$ cat src/rtl/mem_bus_arbiter.sv
// Purpose: shares the single-ported MIO bus between IF fetches and MEM loads/stores, MEM first.
// Latency: grant on the edge after req, ack pulses the cycle after the MIO_ready edge (min 3 edges).
// Backpressure: requesters stall until their ack; MIO_ready inserts wait states, abort after TIMEOUT cycles.
module mem_bus_arbiter #(
   parameter int ADDR_W  = 32,
   parameter int DATA_W  = 32,
   parameter int TIMEOUT = 15
) (
   input  logic              clk,
   input  logic              rst_n,
   input  logic              if_req,
   input  logic [ADDR_W-1:0] if_addr,
   output logic [DATA_W-1:0] if_rdata,
   output logic              if_ack,
   input  logic              mem_req,
   input  logic              mem_we,
   input  logic [ADDR_W-1:0] mem_addr,
   input  logic [DATA_W-1:0] mem_wdata,
   output logic [DATA_W-1:0] mem_rdata,
   output logic              mem_ack,
   output logic              bus_req,
   output logic              bus_we,
   output logic [ADDR_W-1:0] bus_addr,
   output logic [DATA_W-1:0] bus_wdata,
   input  logic [DATA_W-1:0] bus_rdata,
   input  logic              MIO_ready,
   output logic              stall_if,
   output logic              stall_mem,
   output logic              bus_timeout
);

   localparam logic [1:0] IDLE = 2'd0;
   localparam logic [1:0] BUSY = 2'd1;
   localparam logic [1:0] RESP = 2'd2;

   // Abort threshold: the counter reads TIMEOUT-1 in the last allowed BUSY cycle.
   localparam logic [7:0] LAST_WAIT = 8'(TIMEOUT - 1);

   logic [1:0] state;
   logic       grantMem;   // 1: current transaction belongs to MEM, 0: to IF
   logic [7:0] waitCnt;
   logic       busyDone;   // MIO completed the transaction this cycle
   logic       busyAbort;  // no completion and the wait budget is exhausted
   logic       isRead;     // transaction returns data (fetch or load)

   // MIO_ready wins over the timeout when both happen in the same cycle.
   always_comb begin
      busyDone  = (state == BUSY) && MIO_ready;
      busyAbort = (state == BUSY) && !MIO_ready && (waitCnt == LAST_WAIT);
      isRead    = !grantMem || !bus_we;
   end

   // Stalls follow the request directly so the pipeline releases in the ack cycle.
   assign stall_if  = if_req  & ~if_ack;
   assign stall_mem = mem_req & ~mem_ack;

   // Grant, bus drive and wait counting; bus fields are only loaded in IDLE so they hold through BUSY.
   always_ff @(posedge clk or negedge rst_n) begin
      if (!rst_n) begin
         state     <= IDLE;
         grantMem  <= 1'b0;
         waitCnt   <= '0;
         bus_req   <= 1'b0;
         bus_we    <= 1'b0;
         bus_addr  <= '0;
         bus_wdata <= '0;
      end else begin
         case (state)
            IDLE: begin
               if (mem_req) begin
                  grantMem  <= 1'b1;
                  bus_addr  <= mem_addr;
                  bus_wdata <= mem_wdata;
                  bus_we    <= mem_we;
                  bus_req   <= 1'b1;
                  state     <= BUSY;
               end else if (if_req) begin
                  grantMem  <= 1'b0;
                  bus_addr  <= if_addr;
                  bus_we    <= 1'b0;
                  bus_req   <= 1'b1;
                  state     <= BUSY;
               end
            end
            BUSY: begin
               waitCnt <= waitCnt + 8'd1;
               if (busyDone || busyAbort) begin
                  bus_req <= 1'b0;
                  bus_we  <= 1'b0;
                  state   <= RESP;
               end
            end
            RESP: begin
               waitCnt <= '0;
               state   <= IDLE;
            end
            default: state <= IDLE;
         endcase
      end
   end

   // Read data capture per requester; an aborted read returns zero, stores leave data untouched.
   always_ff @(posedge clk or negedge rst_n) begin
      if (!rst_n) begin
         if_rdata  <= '0;
         mem_rdata <= '0;
      end else if ((busyDone || busyAbort) && isRead) begin
         if (grantMem) begin
            mem_rdata <= busyDone ? bus_rdata : '0;
         end else begin
            if_rdata  <= busyDone ? bus_rdata : '0;
         end
      end
   end

   // One-cycle ack pulse out of RESP, and the sticky timeout flag.
   always_ff @(posedge clk or negedge rst_n) begin
      if (!rst_n) begin
         if_ack      <= 1'b0;
         mem_ack     <= 1'b0;
         bus_timeout <= 1'b0;
      end else begin
         if_ack  <= (state == RESP) && !grantMem;
         mem_ack <= (state == RESP) &&  grantMem;
         if (busyAbort) begin
            bus_timeout <= 1'b1;
         end
      end
   end

endmodule

$ cat config.mk
export PLATFORM = sky130hd
export DESIGN_NAME = mem_bus_arbiter
export DESIGN_NICKNAME = d
export VERILOG_FILES = /design/src/rtl/mem_bus_arbiter.sv
export SDC_FILE = /design/constraint.sdc
export NUM_CORES = 1
export LEC_CHECK = 0
export BUFFER_PORTS_ARGS = -buffer_cell sky130_fd_sc_hd__buf_2
export CAP_MARGIN = 10
export CORE_MARGIN = 2
export CORE_UTILIZATION = 52
export DETAILED_ROUTE_END_ITERATION = 10
export HOLD_SLACK_MARGIN = 0.12
export PLACE_DENSITY = 0.87
export SYNTH_ARGS = -nofsm -noshare
export SYNTH_HDL_FRONTEND = slang
export SYNTH_SLANG_ARGS = --single-unit
$ cat constraint.sdc
create_clock -name clk -period 2.97 [get_ports clk]
set_clock_uncertainty 0.2 [all_clocks]
set_input_delay 0.594 -clock clk [delete_from_list [all_inputs] [get_ports clk]]
set_output_delay 0.594 -clock clk [all_outputs]
set_load 0.02 [all_outputs]
* Word level (Yosys, flattened, before mapping)
Cells that the tools add are included.
** Operators by class
- Muxes and demuxes :: 16
- $add $sub $neg :: 1
- Reductions and logical operators :: 21
- Bitwise operators :: 5
- Eq/ne operators :: 5
** Operator list (count)
- $mux 32 :: 3
- $pmux 8 s2 :: 1
- $reduce_and 2->1 :: 5
- $add 8x1->8 const B :: 1
- $eq 8x4->1 const B :: 1
- $logic_and 1x1->1 :: 6
- $mux 1 :: 6
- $mux 2 :: 3
- $reduce_bool 2->1 :: 3
- $pmux 1 s2 :: 2
- $pmux 2 s2 :: 1
- $logic_not 1->1 :: 3
- $ne 3x3->1 const B :: 1
- $not 1->1 :: 3
- $reduce_and 3->1 :: 1
- $and 1x1->1 :: 2
- $eq 2x1->1 const B :: 1
- $eq 2x2->1 const B :: 1
- $logic_not 2->1 :: 1
- $logic_or 1x1->1 :: 2
- $ne 2x1->1 const B :: 1
** Word-level totals
- Output and inout bits :: 135
- Flip-flop bits (word level) :: 144
- Logic and storage cells :: 60
- Bits of input ports :: 134

* Longest topological paths before layout
Gate-level depths: netlist (run 1).
- Depth after elaboration :: 6
- Gate-level depth with buffers :: 7
- Gate-level depth less buffers :: 5

* Worst setup path after synthesis (run 1)
Ideal clock, no wire load.
- Kind :: input to output
- Start :: input port mem_req
- End :: output port stall_mem
- Data required time :: 2.176 ns
- Path buffers :: 2
- Arrival time :: 1.412 ns
- Slack :: 0.764 ns
- Stages on the path :: 3
- Path through :: buf_2 -> buf_2 -> nor2b_1
** Between the ends
- Word-level cells in the longest chain between the ends :: 1
** RTL lines
- from (decl) :: line 15 : input logic mem_req,
- $and 1x1->1 :: line 55 : assign stall_mem = mem_req & ~mem_ack;
- to (decl) :: line 28 : output logic stall_mem,
No other way between the ends.

* Final worst setup path (run 1)
- Start :: register waitCnt[0]
- End :: register mem_rdata[20]
** Between the ends
- Word-level cells in the longest chain between the ends :: 5
** RTL lines
- from (decl) :: line 41 : logic [7:0] waitCnt;
- from (signal assigned) :: line 86 : waitCnt <= waitCnt + 8'd1;
- $eq 8x4->1 :: line 49 : busyAbort = (state == BUSY) && !MIO_ready && (waitCnt == LAST_WAIT);
- $logic_and 1x1->1 :: line 49
- $logic_or 1x1->1 :: line 107 : end else if ((busyDone || busyAbort) && isRead) begin
- $logic_and 1x1->1 :: line 107
- $reduce_and 2->1 (no source line)
- to (signal assigned) :: line 109 : mem_rdata <= busyDone ? bus_rdata : '0;
- to (decl) :: line 19 : output logic [DATA_W-1:0] mem_rdata,
No other way between the ends.
A chain may end at the register's enable or synchronous reset.

==> reports/metrics.yaml, run 1 <==
cts_tree: "built"
syn_avg_cell_area_um2: 11.02
n_fill_cell: 895
slew_viol_final: 0
synth_area_mm2: 0.006361
cts_setup_buffers: 0
power_switching_mw: 4.084
ys_async_sr_fraction_pct: 100.0
synthToLayoutAreaGrowth_pct: 33.36
clk_pin_slew_ns: 0.06
drtAntennaViolNets: 0
antenna_found_initial: 1
synth_fp_nets: 717
synth_area_leaders: "dfrtp_1, a22oi_1, o21ai_0"
finalHoldViolCount: 0
row_count: 40
holdWs_ns: 0.2075
clk_latency_ns: 0.42
grt_max_degree: 66
synth.top_cell.area_share_pct: 56.65
met1_length_um: 6411
cp.required_ns: 3.05
min_path_type: "in -> reg"
p_per_area_mw_per_mm2: 1197
p_leak_nw: 4.462
clockPowerShare_pct: 22.9
grt_use_total_pct: 26.23
layout-drive-gt1-share_pct: 41.38
yosysWarnings: 0
crit_fanout: 65
numClockSinks: 144
clockRootBuffer: "clkbuf_16"
rsz0062_at_grt: "no"
final_nets: 980
fmax_ghz: 0.4708
ys_seq_area_share_pct: 56.65
viasPerCell: 5.402
htree_levels: 4
die_height_um: 114.6
setup_violations: 0
dp_hpwl_um: 11480
gp_congestion: 0.8390
drc: 0
numPortBuffers: 268
fin_util_pct: 70.92
finalWirelength_um: 16500
dr.first_iter.drc_count: 570
p_int_mw: 6.072
start_kind: "flip-flop"
core_mm2: 0.01196
wl_met2_um: 8633
netSwitchingFraction_pct: 40.21
combPwrFrac_pct: 42.6
design_area_mm2: 0.008483
hold_buffers: 1
syn_inst: 577
place_area_mm2: 0.007825
top_layer_used: "met4"
dr_wl_met3_um: 1067
power_frac_seq_pct: 34.6
initial_utilization_pct: 53.18
wl_per_cell_um: 16.48
cts_resized: 0
ys.flop_type: "dfrtp_1"
end_kind: "flip-flop"
overflow: 0
die_width_um: 114.6
synth_cell_types: 38
arrival_ns: 2.20
maxCapViolCount: 0
synth_most_common_cell: "dfrtp_1"
vdd_drop_max_uv: 760.7
setup_ws_ns: 0.8461
ys_ff_latch: 144
synth-edff-count: 0
synth_top_area_cell: "dfrtp_1"
grt_pass1_wl_um: 26580
fin_crit_ns: 2.124
relSlewSlack_pct: 63.53
die_area_mm2: 0.01313
dr.pass1.iters: 5
grt_pass1_vias: 5324
crit_type: "reg -> reg"
cts_max_path_buffers: 2
place_ws_ns: 0.8644
cts_made_buffers: 17
ioPinCount: 269
synth_common_cells: "dfrtp_1, o21ai_0, inv_1"
worstMarginPinSlew_ns: 0.5458
period_share_pct: 71.51
setup_tns_ns: 0
outcome: "complete, no violations"
vias: 5407
-- final timing paths --
| path | cells after the start | end | slack [ns] | start |
|---|---|---|---|---|
| max in group asynchronous | 3 | bus_wdata[30]$_DFFE_PN0P_ | 1.36 | rst_n |
| min in group asynchronous | 2 | if_rdata[15]$_DFFE_PN0P_ | 0.51 | rst_n |
| max | 6 | mem_rdata[20]$_DFFE_PN0P_ | 0.85 | waitCnt[0]$_DFFE_PN0P_ |
| max reg2reg | 6 | mem_rdata[20]$_DFFE_PN0P_ | 0.85 | waitCnt[0]$_DFFE_PN0P_ |
| min | 2 | bus_wdata[2]$_DFFE_PN0P_ | 0.21 | mem_wdata[2] |
| min reg2reg | 2 | bus_addr[7]$_DFFE_PN0P_ | 0.27 | bus_addr[7]$_DFFE_PN0P_ |
-- metal layers --
metal	vias to the layer above	global-route usage, %
met3	32	6.088
met1	2599	31.95
met2	247	44.06
met4	0	12.60
met5	-	0
li1	2529	-
-- registers in the layout, indices dropped and copies added (netlist names) --
signal	cells
bus_addr	32
bus_req	1
bus_timeout	1
bus_wdata	32
bus_we	1
grantMem	1
if_ack	1
if_rdata	32
mem_ack	1
mem_rdata	32
state	2
waitCnt	8
-- area by class of cell --
cell class / instances / area, um2 / area share, %
Tap cell: 147 / 183.9 / 2.168
Clock buffer: 21 / 460.4 / 5.428
Inverter: 69 / 259.0 / 3.053
Clock inverter: 11 / 185.2 / 2.183
Sequential cell: 144 / 3603 / 42.48
Multi-Input combinational cell: 328 / 2298 / 27.09
Antenna cell: 1 / 2.502 / 0.02950
Timing Repair Buffer: 280 / 1490 / 17.57
-- layout by cell type, fill, tap and decap left out, types with 5 or more instances in the layout --
cell,instances
mux2_2,34
bufinv_16,5
mux2i_1,33
buf_2,267
ha_1,6
dfrtp_1,144
buf_4,7
clkbuf_16,17
a22oi_1,64
o21ai_2,7
nand2_1,41
nor2b_1,8
o21ai_0,91
inv_1,69
-- per-stage QoR --
step                power, mW  cells
floorplan               6.268    577
finish                  10.16   1001
global route            10.80   1000
detailed placement      7.848    967
CTS                     10.22   1000
global placement        7.643    967
-- worst max-delay path, cell delays in order (launching register included) --
cell and delay [ns]:
dfrtp_1 0.42, inv_1 0.10, ha_1 0.14, or4b_4 0.50
o21bai_4 0.18, buf_12 0.27, o21ai_0 0.16
-- logic make-up after synthesis --
logic type                 after synthesis  synth area share, %
muxes                                   67                11.21
and+or+nand+nor                         73                5.566
AOI/OAI and AO/OA                      182                17.88
buffers and inverters                  105                7.514
DFF                                    144                56.65
adders and majority gates                6                1.180
-- power groups by stage --
stage	combinational, mW	clock [mW]	sequential, mW
2_1_floorplan	1.75	0	4.52
3_3_place_gp	4.19	0	3.46
3_5_place_dp	4.33	0	3.52
4_1_cts	4.35	2.36	3.51
5_1_grt	4.73	2.44	3.64
6_report	4.32	2.32	3.51
No activity file was read; power rests on OpenSTA's default activity.
==> run 2, diff against run 1 <==
--- a/config.mk
+++ b/config.mk
@@ -5,13 +5,14 @@
 export SDC_FILE = /design/constraint.sdc
 export NUM_CORES = 1
 export LEC_CHECK = 0
+export ABC_AREA = 1
 export BUFFER_PORTS_ARGS = -buffer_cell sky130_fd_sc_hd__buf_2
 export CAP_MARGIN = 10
 export CORE_MARGIN = 2
-export CORE_UTILIZATION = 52
+export CORE_UTILIZATION = 43
 export DETAILED_ROUTE_END_ITERATION = 10
 export HOLD_SLACK_MARGIN = 0.12
-export PLACE_DENSITY = 0.87
+export PLACE_DENSITY = 0.77
 export SYNTH_ARGS = -nofsm -noshare
 export SYNTH_HDL_FRONTEND = slang
 export SYNTH_SLANG_ARGS = --single-unit
==> constraint.sdc (replaced) <==
create_clock -name clk -period 1.8 [get_ports clk]
set_clock_uncertainty 0.2 [all_clocks]
set_input_delay 0.36 -clock clk [delete_from_list [all_inputs] [get_ports clk]]
set_output_delay 0.36 -clock clk [all_outputs]
set_load 0.02 [all_outputs]
==> run 2 against run 1 <==
Net effect: the run now ends with negative setup slack left; total power is 76% higher; utilization rose by 2.8 points; synthesized area decreased by 2.9%; die area is 17% higher.
==> reports/metrics.yaml, run 2 <==
layout-drive-gt1-share_pct: 40.14
numPortBuffers: 268
ioPinCount: 269
clk_latency_ns: 0.42
synth_area_mm2: 0.006175
ys_async_sr_fraction_pct: 100.0
synth-edff-count: 0
die_width_um: 123.8
outcome: "finished with violations"
p_leak_nw: 5.351
synth_top_area_cell: "dfrtp_1"
yosysWarnings: 0
maxCapViolCount: 0
arrival_ns: 1.93
worstMarginPinSlew_ns: 0.4495
ys_seq_area_share_pct: 58.36
total_power_mw: 17.90
vias: 6678
syn_inst: 690
finalHoldViolCount: 0
syn_avg_cell_area_um2: 8.949
grt_max_degree: 53
dp_hpwl_um: 12580
grt_pass1_wl_um: 32900
synth_most_common_cell: "nand2_1"
vdd_drop_max_uv: 1031
grt_pass1_vias: 6696
cts_max_path_buffers: 2
finalWirelength_um: 23760
min_path_type: "in -> reg"
synth_fp_nets: 830
grt_use_total_pct: 28.47
rsz0062_at_grt: "yes"
die_height_um: 123.8
wl_per_cell_um: 18.12
dr.first_iter.drc_count: 539
final_nets: 1253
numClockSinks: 144
synth_cell_types: 25
synth_area_leaders: "dfrtp_1, nand2_1, mux2_2"
drtAntennaViolNets: 0
violations: "negative setup slack"
ys_ff_latch: 144
crit_fanout: 6
final_cell_mix: "buf_2, nand2_1, dfrtp_1"
cts_tree: "built"
relSlewSlack_pct: 69.99
overflow: 0
synth.top_cell.area_share_pct: 58.36
antenna_found_initial: 4
p_per_area_mw_per_mm2: 1742
crit_type: "reg -> reg"
fmax_ghz: 0.5501
initial_utilization_pct: 44.31
dr.pass1.iters: 5
synth_common_cells: "nand2_1, dfrtp_1, nor2_1"
row_count: 43
ys.flop_type: "dfrtp_1"
place_ws_ns: -0.02948
cts_made_buffers: 17
clk_pin_slew_ns: 0.06
gp_congestion: 0.8088
synthToLayoutAreaGrowth_pct: 66.40
setup_ws_ns: -0.01788
core_mm2: 0.01393
cp.required_ns: 1.92
final_common_cell: "buf_2"
clockRootBuffer: "clkbuf_16"
end_kind: "flip-flop"
setup_violations: 2
fin_crit_ns: 1.818
slew_viol_final: 0
viasPerCell: 5.094
htree_levels: 4
die_area_mm2: 0.01533
period_share_pct: 101.0
drc: 0
start_kind: "flip-flop"
run 2: per-stage QoR:
step / setup TNS (ns) / area (um2) / util (%) / instances / hold WS [ns]
floorplan: 0 / 6175 / - / 690 / -0.1356
global placement: 0 / 7786 / 55.88 / 1126 / 0.05512
detailed placement: -0.4648 / 7786 / 55.88 / 1126 / 0.05552
CTS: -0.6497 / 9718 / 69.74 / 1289 / 0.1489
global route: -3.867 / 10270 / 73.72 / 1310 / 0.1665
finish: -0.02394 / 10270 / 73.74 / 1311 / 0.1632
run 2: area by class of cell:
type,count,area (um2)
Multi-Input combinational cell,469,2584
Sequential cell,144,3605
Clock inverter,13,177.7
Tap cell,180,225.2
Clock buffer,19,442.9
Timing Repair Buffer,430,3034
Antenna cell,5,12.51
Fill cell,887,3660
Inverter,51,193.9
run 2: timing repair:
item,4_1_cts,5_1_grt
resized for setup,0,97
hold buffers,131,0
setup buffers,0,9
cloned,0,8
hold endpoints to repair,274,0
pin swaps,0,15
endpoints found under the setup margin,53,129
run 2: cell families (layout without fill, tap and decap cells):
logic type      after synthesis  in the layout  share of synthesized area (%)
flops                       144            144                          58.36
fa+ha+maj                     6              6                          1.216
other cells                   0              5                              0
buf+inv                      83            513                          6.241
compound gates               40             40                          3.992
xor+xnor                      2              2                         0.2837
simple gates                383            389                          24.07
mux                          32             32                          5.836
run 2: critical path: stages (launching register included):
cell,delay [ns]
dfrtp_2,0.44
inv_1,0.12
ha_4,0.15
inv_1,0.08
a21oi_4,0.15
buf_4,0.15
buf_4,0.14
nor2_1,0.06
a31oi_1,0.21
run 2: worst paths after layout:
path | startpoint | cells after the start | to | slack [ns]
max | state[0]$_DFFE_PN0P_ | 8 | bus_addr[4]$_DFFE_PN0P_ | -0.02
min | mem_req | 5 | bus_we$_DFFE_PN0P_ | 0.16
max reg2reg | state[0]$_DFFE_PN0P_ | 8 | bus_addr[4]$_DFFE_PN0P_ | -0.02
min reg2reg | bus_timeout$_DFFE_PN0P_ | 2 | bus_timeout$_DFFE_PN0P_ | 0.27
max in group asynchronous | rst_n | 3 | bus_addr[0]$_DFFE_PN0P_ | 0.63
min in group asynchronous | rst_n | 2 | mem_rdata[2]$_DFFE_PN0P_ | 0.19
run 2: routing by layer:
| layer | routed length (um) | global-route usage, % | up-vias |
|---|---|---|---|
| met3 | 2213 | 10.62 | 94 |
| met5 | 0 | 0 | - |
| li1 | - | - | 3010 |
| met1 | 8157 | 29.92 | 3139 |
| met2 | 12320 | 49.79 | 435 |
| met4 | 1070 | 14.42 | 0 |
run 2: report_power, final:
part / switching (mW) / total (mW) / leakage, nW / internal, mW
registers: 1.12 / 5.86 / 1.75 / 4.74
logic: 5.23 / 8.32 / 3.31 / 3.08
clock network: 1.47 / 3.72 / 0.297 / 2.25
total: 7.82 / 17.9 / 5.35 / 10.1
